`src/rtl/fir_pkg.sv`:
```
// Shared FIR sample-domain definitions.
//   SAMPLE_W / ACC_W   : sample and accumulator widths
//   SAT_MAX / SAT_MIN  : clamp limits of the sample domain
//   rq_t               : result of a requantize step (saturation hit + value)
//   round_shift_sat()  : round-half-up right shift followed by saturation
package fir_pkg;

  localparam int SAMPLE_W = 12;
  localparam int ACC_W    = 32;

  localparam logic signed [SAMPLE_W-1:0] SAT_MAX = {1'b0, {(SAMPLE_W-1){1'b1}}};
  localparam logic signed [SAMPLE_W-1:0] SAT_MIN = {1'b1, {(SAMPLE_W-1){1'b0}}};

  typedef struct packed {
    logic                       sat;
    logic signed [SAMPLE_W-1:0] value;
  } rq_t;

  // One guard bit above ACC_W keeps the rounding add from overflowing at the
  // positive extreme. The arithmetic shift floors, so adding half an LSB
  // first gives round-half-up.
  function automatic rq_t round_shift_sat(input logic signed [ACC_W-1:0] din,
                                          input int unsigned             shift);
    logic signed [ACC_W:0] t, r, rnd, hi, lo;
    rq_t res;
    hi  = (ACC_W+1)'(SAT_MAX);
    lo  = (ACC_W+1)'(SAT_MIN);
    rnd = '0;
    if (shift != 0) rnd = (ACC_W+1)'(1) << (shift - 1);
    t = {din[ACC_W-1], din} + rnd;
    r = t >>> shift;
    res.sat   = 1'b0;
    res.value = r[SAMPLE_W-1:0];
    if (r > hi) begin
      res.sat   = 1'b1;
      res.value = SAT_MAX;
    end else if (r < lo) begin
      res.sat   = 1'b1;
      res.value = SAT_MIN;
    end
    return res;
  endfunction

endpackage

```
`src/rtl/sync_fifo_fwft.sv`:
```
// First-word-fall-through synchronous FIFO.
//   clk, reset        : clock, async active-high reset
//   wr_en, wr_data    : write request (ignored when full unless read same cycle)
//   rd_en, rd_data    : pop request; rd_data shows the head, 0 when empty
//   full, empty, level: status; level is the occupancy 0..DEPTH
module sync_fifo_fwft #(
  parameter int WIDTH = 12,
  parameter int DEPTH = 4
) (
  input  logic                     clk,
  input  logic                     reset,
  input  logic                     wr_en,
  input  logic [WIDTH-1:0]         wr_data,
  input  logic                     rd_en,
  output logic [WIDTH-1:0]         rd_data,
  output logic                     full,
  output logic                     empty,
  output logic [$clog2(DEPTH):0]   level
);
  localparam int AW = $clog2(DEPTH);

  logic [WIDTH-1:0] mem [DEPTH];
  logic [AW:0]      wr_ptr, rd_ptr;
  logic             do_wr, do_rd;

  // Extra pointer MSB distinguishes full from empty when the indices match.
  assign empty = (wr_ptr == rd_ptr);
  assign full  = (wr_ptr[AW] != rd_ptr[AW]) && (wr_ptr[AW-1:0] == rd_ptr[AW-1:0]);
  assign level = wr_ptr - rd_ptr;

  assign do_rd = rd_en && !empty;
  // When full, a same-cycle pop frees the slot being overwritten; the head is
  // read combinationally before the edge so the old value is not lost.
  assign do_wr = wr_en && (!full || do_rd);

  assign rd_data = empty ? '0 : mem[rd_ptr[AW-1:0]];

  always_ff @(posedge clk) begin
    if (do_wr) mem[wr_ptr[AW-1:0]] <= wr_data;
  end

  always_ff @(posedge clk or posedge reset) begin
    if (reset) begin
      wr_ptr <= '0;
      rd_ptr <= '0;
    end else begin
      if (do_wr) wr_ptr <= wr_ptr + 1'b1;
      if (do_rd) rd_ptr <= rd_ptr + 1'b1;
    end
  end

endmodule

```
`src/rtl/fir_out_requant.sv`:
```
// Requantizes the wide FIR output stream back to the sample domain.
//   clk, reset   : clock, async active-high reset
//   in_valid/in_y: FIR output stream, no backpressure
//   clr_flags    : synchronous clear of sticky flags (a same-cycle set wins)
//   out_valid/out_ready/out_x : FWFT output port, out_x is 0 when empty
//   sat_flag     : sticky, a kept sample saturated
//   drop_flag    : sticky, a kept sample was lost because the FIFO was full
//   fifo_level   : output FIFO occupancy
// IN_W must not exceed ACC_W and OUT_W must equal SAMPLE_W (shared helper).
module fir_out_requant
  import fir_pkg::*;
#(
  parameter int IN_W       = ACC_W,
  parameter int OUT_W      = SAMPLE_W,
  parameter int SHIFT      = 8,
  parameter int DECIM      = 1,
  parameter int FIFO_DEPTH = 4
) (
  input  logic                          clk,
  input  logic                          reset,
  input  logic                          in_valid,
  input  logic signed [IN_W-1:0]        in_y,
  input  logic                          clr_flags,
  output logic                          out_valid,
  input  logic                          out_ready,
  output logic signed [OUT_W-1:0]       out_x,
  output logic                          sat_flag,
  output logic                          drop_flag,
  output logic [$clog2(FIFO_DEPTH):0]   fifo_level
);
  localparam int CW     = (DECIM > 1) ? $clog2(DECIM) : 1;
  localparam int STAGES = 1;

  logic [CW-1:0]         cnt;
  logic                  keep;
  rq_t                   rq;
  logic [STAGES:0]       vld_pipe;
  logic [OUT_W-1:0]      s1_data;
  logic                  full, empty, rd, drop;
  logic [OUT_W-1:0]      head;

  // Decimation: keep the sample seen while the counter sits at 0.
  assign keep = in_valid && (cnt == '0);

  always_ff @(posedge clk or posedge reset) begin
    if (reset)
      cnt <= '0;
    else if (in_valid)
      cnt <= (cnt == CW'(DECIM-1)) ? '0 : cnt + 1'b1;
  end

  assign rq          = round_shift_sat(ACC_W'(in_y), SHIFT);
  assign vld_pipe[0] = keep;

  // Stage 1: registered requantized sample.
  always_ff @(posedge clk or posedge reset) begin
    if (reset) begin
      vld_pipe[STAGES:1] <= '0;
      s1_data            <= '0;
    end else begin
      vld_pipe[STAGES:1] <= vld_pipe[STAGES-1:0];
      if (keep) s1_data <= rq.value;
    end
  end

  assign out_valid = !empty;
  assign rd        = out_valid && out_ready;
  assign drop      = vld_pipe[STAGES] && full && !rd;

  sync_fifo_fwft #(
    .WIDTH (OUT_W),
    .DEPTH (FIFO_DEPTH)
  ) u_fifo (
    .clk     (clk),
    .reset   (reset),
    .wr_en   (vld_pipe[STAGES]),
    .wr_data (s1_data),
    .rd_en   (rd),
    .rd_data (head),
    .full    (full),
    .empty   (empty),
    .level   (fifo_level)
  );

  assign out_x = head;

  // Sticky flags: set has priority over clear.
  always_ff @(posedge clk or posedge reset) begin
    if (reset) begin
      sat_flag  <= 1'b0;
      drop_flag <= 1'b0;
    end else begin
      if (keep && rq.sat) sat_flag <= 1'b1;
      else if (clr_flags) sat_flag <= 1'b0;
      if (drop)           drop_flag <= 1'b1;
      else if (clr_flags) drop_flag <= 1'b0;
    end
  end

endmodule

```
`config.mk`:
```
export PLATFORM = sky130hd
export DESIGN_NAME = fir_out_requant
export DESIGN_NICKNAME = d
export VERILOG_FILES = /design/src/rtl/fir_pkg.sv /design/src/rtl/sync_fifo_fwft.sv /design/src/rtl/fir_out_requant.sv
export SDC_FILE = /design/constraint.sdc
export NUM_CORES = 1
export LEC_CHECK = 0
export CAP_MARGIN = 10
export CORE_MARGIN = 4
export CORE_UTILIZATION = 40
export CTS_BUF_LIST = sky130_fd_sc_hd__clkbuf_4
export DETAILED_ROUTE_END_ITERATION = 10
export GPL_TIMING_DRIVEN = 0
export PLACE_DENSITY_LB_ADDON = 0.05
export SLEW_MARGIN = 20
export SYNTH_ARGS = -nofsm -noshare
export SYNTH_HDL_FRONTEND = slang
export SYNTH_SLANG_ARGS = --single-unit
```
`constraint.sdc`:
```
create_clock -name clk -period 3 [get_ports clk]
set_input_delay 0.45 -clock clk [delete_from_list [all_inputs] [get_ports clk]]
set_output_delay 0.45 -clock clk [all_outputs]
set_load 0.02 [all_outputs]
```
# Word level (Yosys, flattened, before mapping)

Memories as Yosys holds them, arrays and structs flattened.
Index checks and enable logic that the tools add are counted.

Memories: 1
Latch bits: 0
Word-level logic and storage cells: 42
Bits in read-only memories: 0
Bits in writable memories: 48
Output and inout bits: 18
Input port bits: 37
Register bits after elaboration: 22

Divide/modulo/power cells: 0
Bitwise gates (word level): 1
Shift operators: 0
Reductions and logical operators: 14
Add/sub/neg operators: 5
Magnitude comparators: 2
Eq/ne operators: 3
Muxes and demuxes: 9
Multiply operators: 0

Memory list:

| name       | depth | width | rd ports | clocked after Yosys merged registers in | write ports | RTL line             | text |
|---|---|---|---|---|---|---|---|
| u_fifo.mem | 4     | 12    | 1        | 0                                       | 1           | sync_fifo_fwft.sv:22 | `logic [WIDTH-1:0] mem [DEPTH];` |

Operators with widths:

| cell                                                            | count |
|---|---|
| adder 32 x 9 -> 33 bit, second input constant                   | 1 |
| 2-to-1 mux 13 bit                                               | 2 |
| greater-than comparator 25 x 12 -> 1 bit, second input constant | 1 |
| < comparator 25 x 12 -> 1 bit, second input constant            | 1 |
| 2-to-1 mux 12 bit                                               | 1 |
| logical AND 1 bit                                               | 8 |
| adder 3 x 1 -> 3 bit, second input constant                     | 2 |
| 2-to-1 mux 1 bit                                                | 6 |
| nonzero test 2 bit                                              | 2 |
| == test 3 bit                                                   | 1 |
| logical NOT 1 bit                                               | 3 |
| subtractor 3 bit                                                | 1 |
| == test 2 bit                                                   | 1 |
| adder 1 bit, second input constant                              | 1 |
| logical OR 1 bit                                                | 1 |
| != test 1 bit                                                   | 1 |
| NOT 1 bit                                                       | 1 |

# Logic depth before layout (Yosys ltp)

Gate-level depths: netlist of the first run.

Depth after elaboration: 8
Depth in mapped cells: 9
Depth with buffers taken out: 8

# Cells and area by module

A second synthesis of the first run with hierarchy kept.

Cell total of the unflattened synthesis: 263
Area total of the unflattened synthesis: 3515.9 um^2

By module, submodules not included:

| module          | area an instance (um^2) | cells each | instances |
|---|---|---|---|
| sync_fifo_fwft  | 2270.9                  | 121        | 1 |
| fir_out_requant | 1244.9                  | 142        | 1 |

# Worst setup path before layout of the first run

Ideal clock, no wire load.

Path type: reg2out
Start: register u_fifo.rd_ptr[1]
End: output out_x[10]
Cell stages (with the launch flop): 7
Slack: 611 ps
Arrival: 1939 ps
Path buffers: 2
Path through: dfrtp_1 clkbuf_1 inv_1 ha_1 nand3_1 clkbuf_1 and2_1

Longest elaborated chain between the ends: 2

RTL lines:

| item                                                 | RTL line              | text |
|---|---|---|
| from (decl)                                          | sync_fifo_fwft.sv:23  | `logic [AW:0] wr_ptr, rd_ptr;` |
| from (signal assigned)                               | sync_fifo_fwft.sv:48  | `if (do_rd) rd_ptr <= rd_ptr + 1'b1;` |
| memory (4 x 12 bit) or == test 3 bit (tied branches) | n/a                   |  |
| 2-to-1 mux 12 bit *                                  | sync_fifo_fwft.sv:36  | `assign rd_data = empty ? '0 : mem[rd_ptr[AW-1:0]];` |
| to (decl)                                            | fir_out_requant.sv:26 | `output logic signed [OUT_W-1:0] out_x,` |

Mark *: on every way between the ends. The rest lies on a longest branch, timed or not.

# Worst setup path in the final report of the first run

Start: register u_fifo.rd_ptr[1]
End: output out_valid

Longest elaborated chain between the ends: 2

RTL lines:

| item              | RTL line              | text |
|---|---|---|
| == test 3 bit     | sync_fifo_fwft.sv:27  | `assign empty = (wr_ptr == rd_ptr);` |
| logical NOT 1 bit | fir_out_requant.sv:66 | `assign out_valid = !empty;` |
| to (decl)         | fir_out_requant.sv:24 | `output logic out_valid,` |

Every way passes these cells.

==> results of run 1 <==
## how the worst max path moves through the flow
stage / endpoint / slack, ns / cells past startpoint
finish: out_valid / 0.26 / 6
global route: out_valid / 0.08 / 6
CTS: out_x[5] / 0.01 / 4
detailed placement: out_x[7] / -0.28 / 7
global placement: out_x[7] / -0.32 / 7
floorplan: out_x[10] / 0.61 / 6
## stage by stage
| step | TNS, ns | instances | setup WS, ns | hold slack, ns |
|---|---|---|---|---|
| after floorplan | 0 | 249 | 0.611 | 0.427 |
| after global placement | -4.04 | 401 | -0.316 | 0.475 |
| after detailed placement | -4.42 | 401 | -0.285 | 0.476 |
| after CTS | 0 | 418 | 0.0113 | 0.478 |
| after global routing | 0 | 418 | 0.0831 | 0.473 |
| final | 0 | 418 | 0.264 | 0.495 |
## metal layers
| layer | wire [um] | part of all wire (%) |
|---|---|---|
| met3 | 258 | 4.0 |
| met2 | 3170 | 49 |
| met1 | 2970 | 46 |
| met4 | 70 | 1.1 |
| met5 | 0 | 0 |
## cells by family (layout without fill, tap and decap cells)
family / Yosys count / in the layout / synth area share (%)
and+or+nand+nor: 80 / 80 / 15.1
DFF: 69 / 69 / 56.5
AOI/OAI and AO/OA: 27 / 27 / 7.58
buffers and inverters: 27 / 91 / 3.20
xor gates and xnor gates: 22 / 22 / 5.53
muxes: 15 / 15 / 8.66
adders and majority gates: 9 / 9 / 3.45
## final cells by class
| class | instances | area [sq um] |
|---|---|---|
| clock inverter | 7 | 90.1 |
| clock buffer | 9 | 67.6 |
| inverter | 20 | 75.1 |
| sequential | 69 | 1970 |
| timing repair buffer | 48 | 497 |
| tap | 105 | 131 |
| multi-input combinational | 153 | 1410 |
| fill | 754 | 4050 |
| buffer | 7 | 46.3 |
## sequential cells by signal, summed over array words and instances, names as in the netlist
register,cells
s1_data,12
u_fifo.rd_ptr,3
sat_flag,1
u_fifo.mem,48
u_fifo.wr_ptr,3
vld_pipe,1
drop_flag,1
## repair_timing
| action | CTS | global route |
|---|---|---|
| buffers inserted | 1 | 0 |
| setup endpoints to repair | 50 | 8 |
| hold buffers | 0 | 0 |
| gates resized for setup | 8 | 9 |
## power by group
part / switching, mW / internal (mW) / total (mW)
registers: 0.0986 / 1.26 / 1.36
logic: 0.849 / 0.834 / 1.68
clock network: 0.322 / 0.334 / 0.655
total: 1.27 / 2.43 / 3.69
## worst register-to-register path, delay by kind of cell, from the launching register on
kind / cells / cell delay, ns
and+or+nand+nor: 4 / 1.14
buffers and inverters: 2 / 0.28
adders and majority gates: 1 / 0.32
DFF: 1 / 0.38
## synthesized netlist by cell type, drive strengths merged
| cell | count | share of area [%] |
|---|---|---|
| and4 | 1 | 0.25 |
| o31ai | 1 | 0.22 |
| mux2 | 1 | 0.32 |
| nor3b | 2 | 0.43 |
| mux2i | 2 | 0.57 |
| or3 | 1 | 0.18 |
| a21boi | 1 | 0.22 |
| edfxtp | 48 | 41 |
| a21oi | 2 | 0.29 |
| nor2b | 1 | 0.18 |
| xnor2 | 17 | 4.3 |
| nand3 | 13 | 2.2 |
| o21ai | 9 | 1.7 |
| o221ai | 10 | 4.1 |
| and2 | 16 | 2.9 |
| clkbuf | 3 | 0.32 |
| fa | 1 | 0.57 |
| and3b | 1 | 0.25 |
| nand2b | 1 | 0.18 |
| inv | 20 | 2.2 |
| a311o | 1 | 0.29 |
| dfrtp | 21 | 15 |
| mux4 | 12 | 7.8 |
| nor3 | 7 | 1.3 |
| ha | 8 | 2.9 |
| a41o | 1 | 0.29 |
| nand4bb | 1 | 0.32 |
| xor2 | 5 | 1.3 |
| nand2 | 12 | 1.3 |
| buf | 4 | 0.72 |
| nor2 | 7 | 0.75 |
| a211oi | 1 | 0.22 |
| and3 | 7 | 1.3 |
| o211ai | 1 | 0.22 |
| nand4 | 6 | 1.5 |
| nor4b | 2 | 0.93 |
| nor4 | 2 | 1.2 |
==> summary.txt, run 1 <==
Critical path
  • Slowest stage delay, CP: 0.61 ns
  • WP data required: 2.55 ns
  • CP cell instances: clkbuf_4 > inv_1 > ha_1 > nand3_2 > clkbuf_4 > clkdlybuf4s50_1
  • Crit. End Element: output port
  • WS Path Type: reg -> out
  • Critical Path Start Type: flop
  • FF-to-FF path depth: 7
  • Worst Setup SP: u_fifo.rd_ptr[1]
  • Reg2Reg Setup Slack: 0.53 ns
  • CP Max Fanout: 10
  • R2R Path End: u_fifo.mem[3][9]
  • Slowest cell on crit path: clkdlybuf4s50_1
  • RR Startpoint: u_fifo.rd_ptr[1]
  • Critical Path Most Common Cell: clkbuf_4
  • Family with the most delay on the worst path: buffers and inverters
  • CP bufs+invs: 4
  • CP arrival: 2.29 ns

Timing
  • Worst Max-Slew Pin Slew: 0.810 ns
  • Slew margin rel.: 45.9%
  • Final hold violations: 0
  • Clk_skew: 0.0129 ns
  • Final period utilization: 91.2%
  • Slew Viols, Final: 0
  • Max Fclk: 366 MHz
  • Unrepaired setup endpoints after global routing: no
  • Final setup fails: 0
  • Fin crit period: 2.74 ns

Place
  • Cell Area, Placed: 4090 sq um
  • Buffers on Ports: 47
  • Placer Congestion: 0.797
  • Post-DP HPWL: 4890 um

Drt
  • Vias per std cell: 5.07
  • DR vias: 2120
  • Initial DRC Count: 102
  • Post-route DRC: 0
  • Routed Antenna Nets: 0
  • Wire per inst: 15.5 um
  • Drt first pass iters: 4
  • Post-Route WL: 6470 um

Yosys
  • Synthesized Nets: 295
  • Sequential area share after synthesis: 56.5%
  • Post-synth cell types: 47
  • Mapped Cells: 249
  • Yosys warning count: 0
  • Synth Cell Area: 3480 sq um
  • Syn_area_per_cell: 14.0 sq um
  • Yosys reg bits: 69

GRT
  • GR peak layer: met2
  • Grt ovf: 0
  • M3 GR Usage: 2.69%
  • M1 GR Usage: 17.4%
  • GR Util All Layers: 13.5%
  • Largest net degree at the start of global routing: 22
  • Number of global-route vias before repair: 2143
  • Met2 usage: 22.5%
  • First-pass GRT wire length: 10600 um
  • Antenna violations before repair: 0

Floorplanning
  • Die area: 10300 sq um
  • CORE AREA: 8340 sq um
  • Die Ht: 101 um
  • Die X: 101 um
  • Boundary Pins: 55
  • Site Rows: 33
  • Initial core utilization: 41.8%

Final layout
  • Area Growth Syn to Fin: 23.1%
  • Final instance area: 4290 sq um
  • Nets: 354
  • Most frequent cells in the layout: edfxtp_1, clkdlybuf4s50_1, inv_1
  • Number of diodes: 0
  • Share of cells above drive strength 1: 18.8%
  • Commonest non-fill, non-tap cell in the layout: edfxtp_1
  • Post-Route Utilization: 51.4%

Status
  • Status: finished clean

Clock tree
  • Clock Tree Buf Depth: 2
  • CTS Buf Count: 9
  • Sink Count: 69
  • CTS root buf: clkbuf_4
  • Worst-path clk slew: 0.11 ns
  • CTS tree: yes
  • Worst-skew pair later-pin latency: 0.39 ns
  • # H-tree levels: 3

Worst hold path
  • HP Class: in -> async

Power and ir drop
  • Maximum vdd drop: 0.000260 V
  • Pwr Total: 3.69 mW
  • Leak: 1.63 nW
  • Pwr Density: 862 nW/um^2

Flow run
  • Max-Cap Viols: 0
No activity file was read; power rests on OpenSTA's default activity.
==> run 2: changes to the inputs <==
--- a/config.mk
+++ b/config.mk
@@ -10,6 +10,7 @@
 export CORE_UTILIZATION = 40
 export CTS_BUF_LIST = sky130_fd_sc_hd__clkbuf_4
 export DETAILED_ROUTE_END_ITERATION = 10
+export GPL_ROUTABILITY_DRIVEN = 1
 export GPL_TIMING_DRIVEN = 0
 export PLACE_DENSITY_LB_ADDON = 0.05
 export SLEW_MARGIN = 20
==> results of run 2 <==
Same layout as run 1: the final DEF is identical, and so are final timing and power.
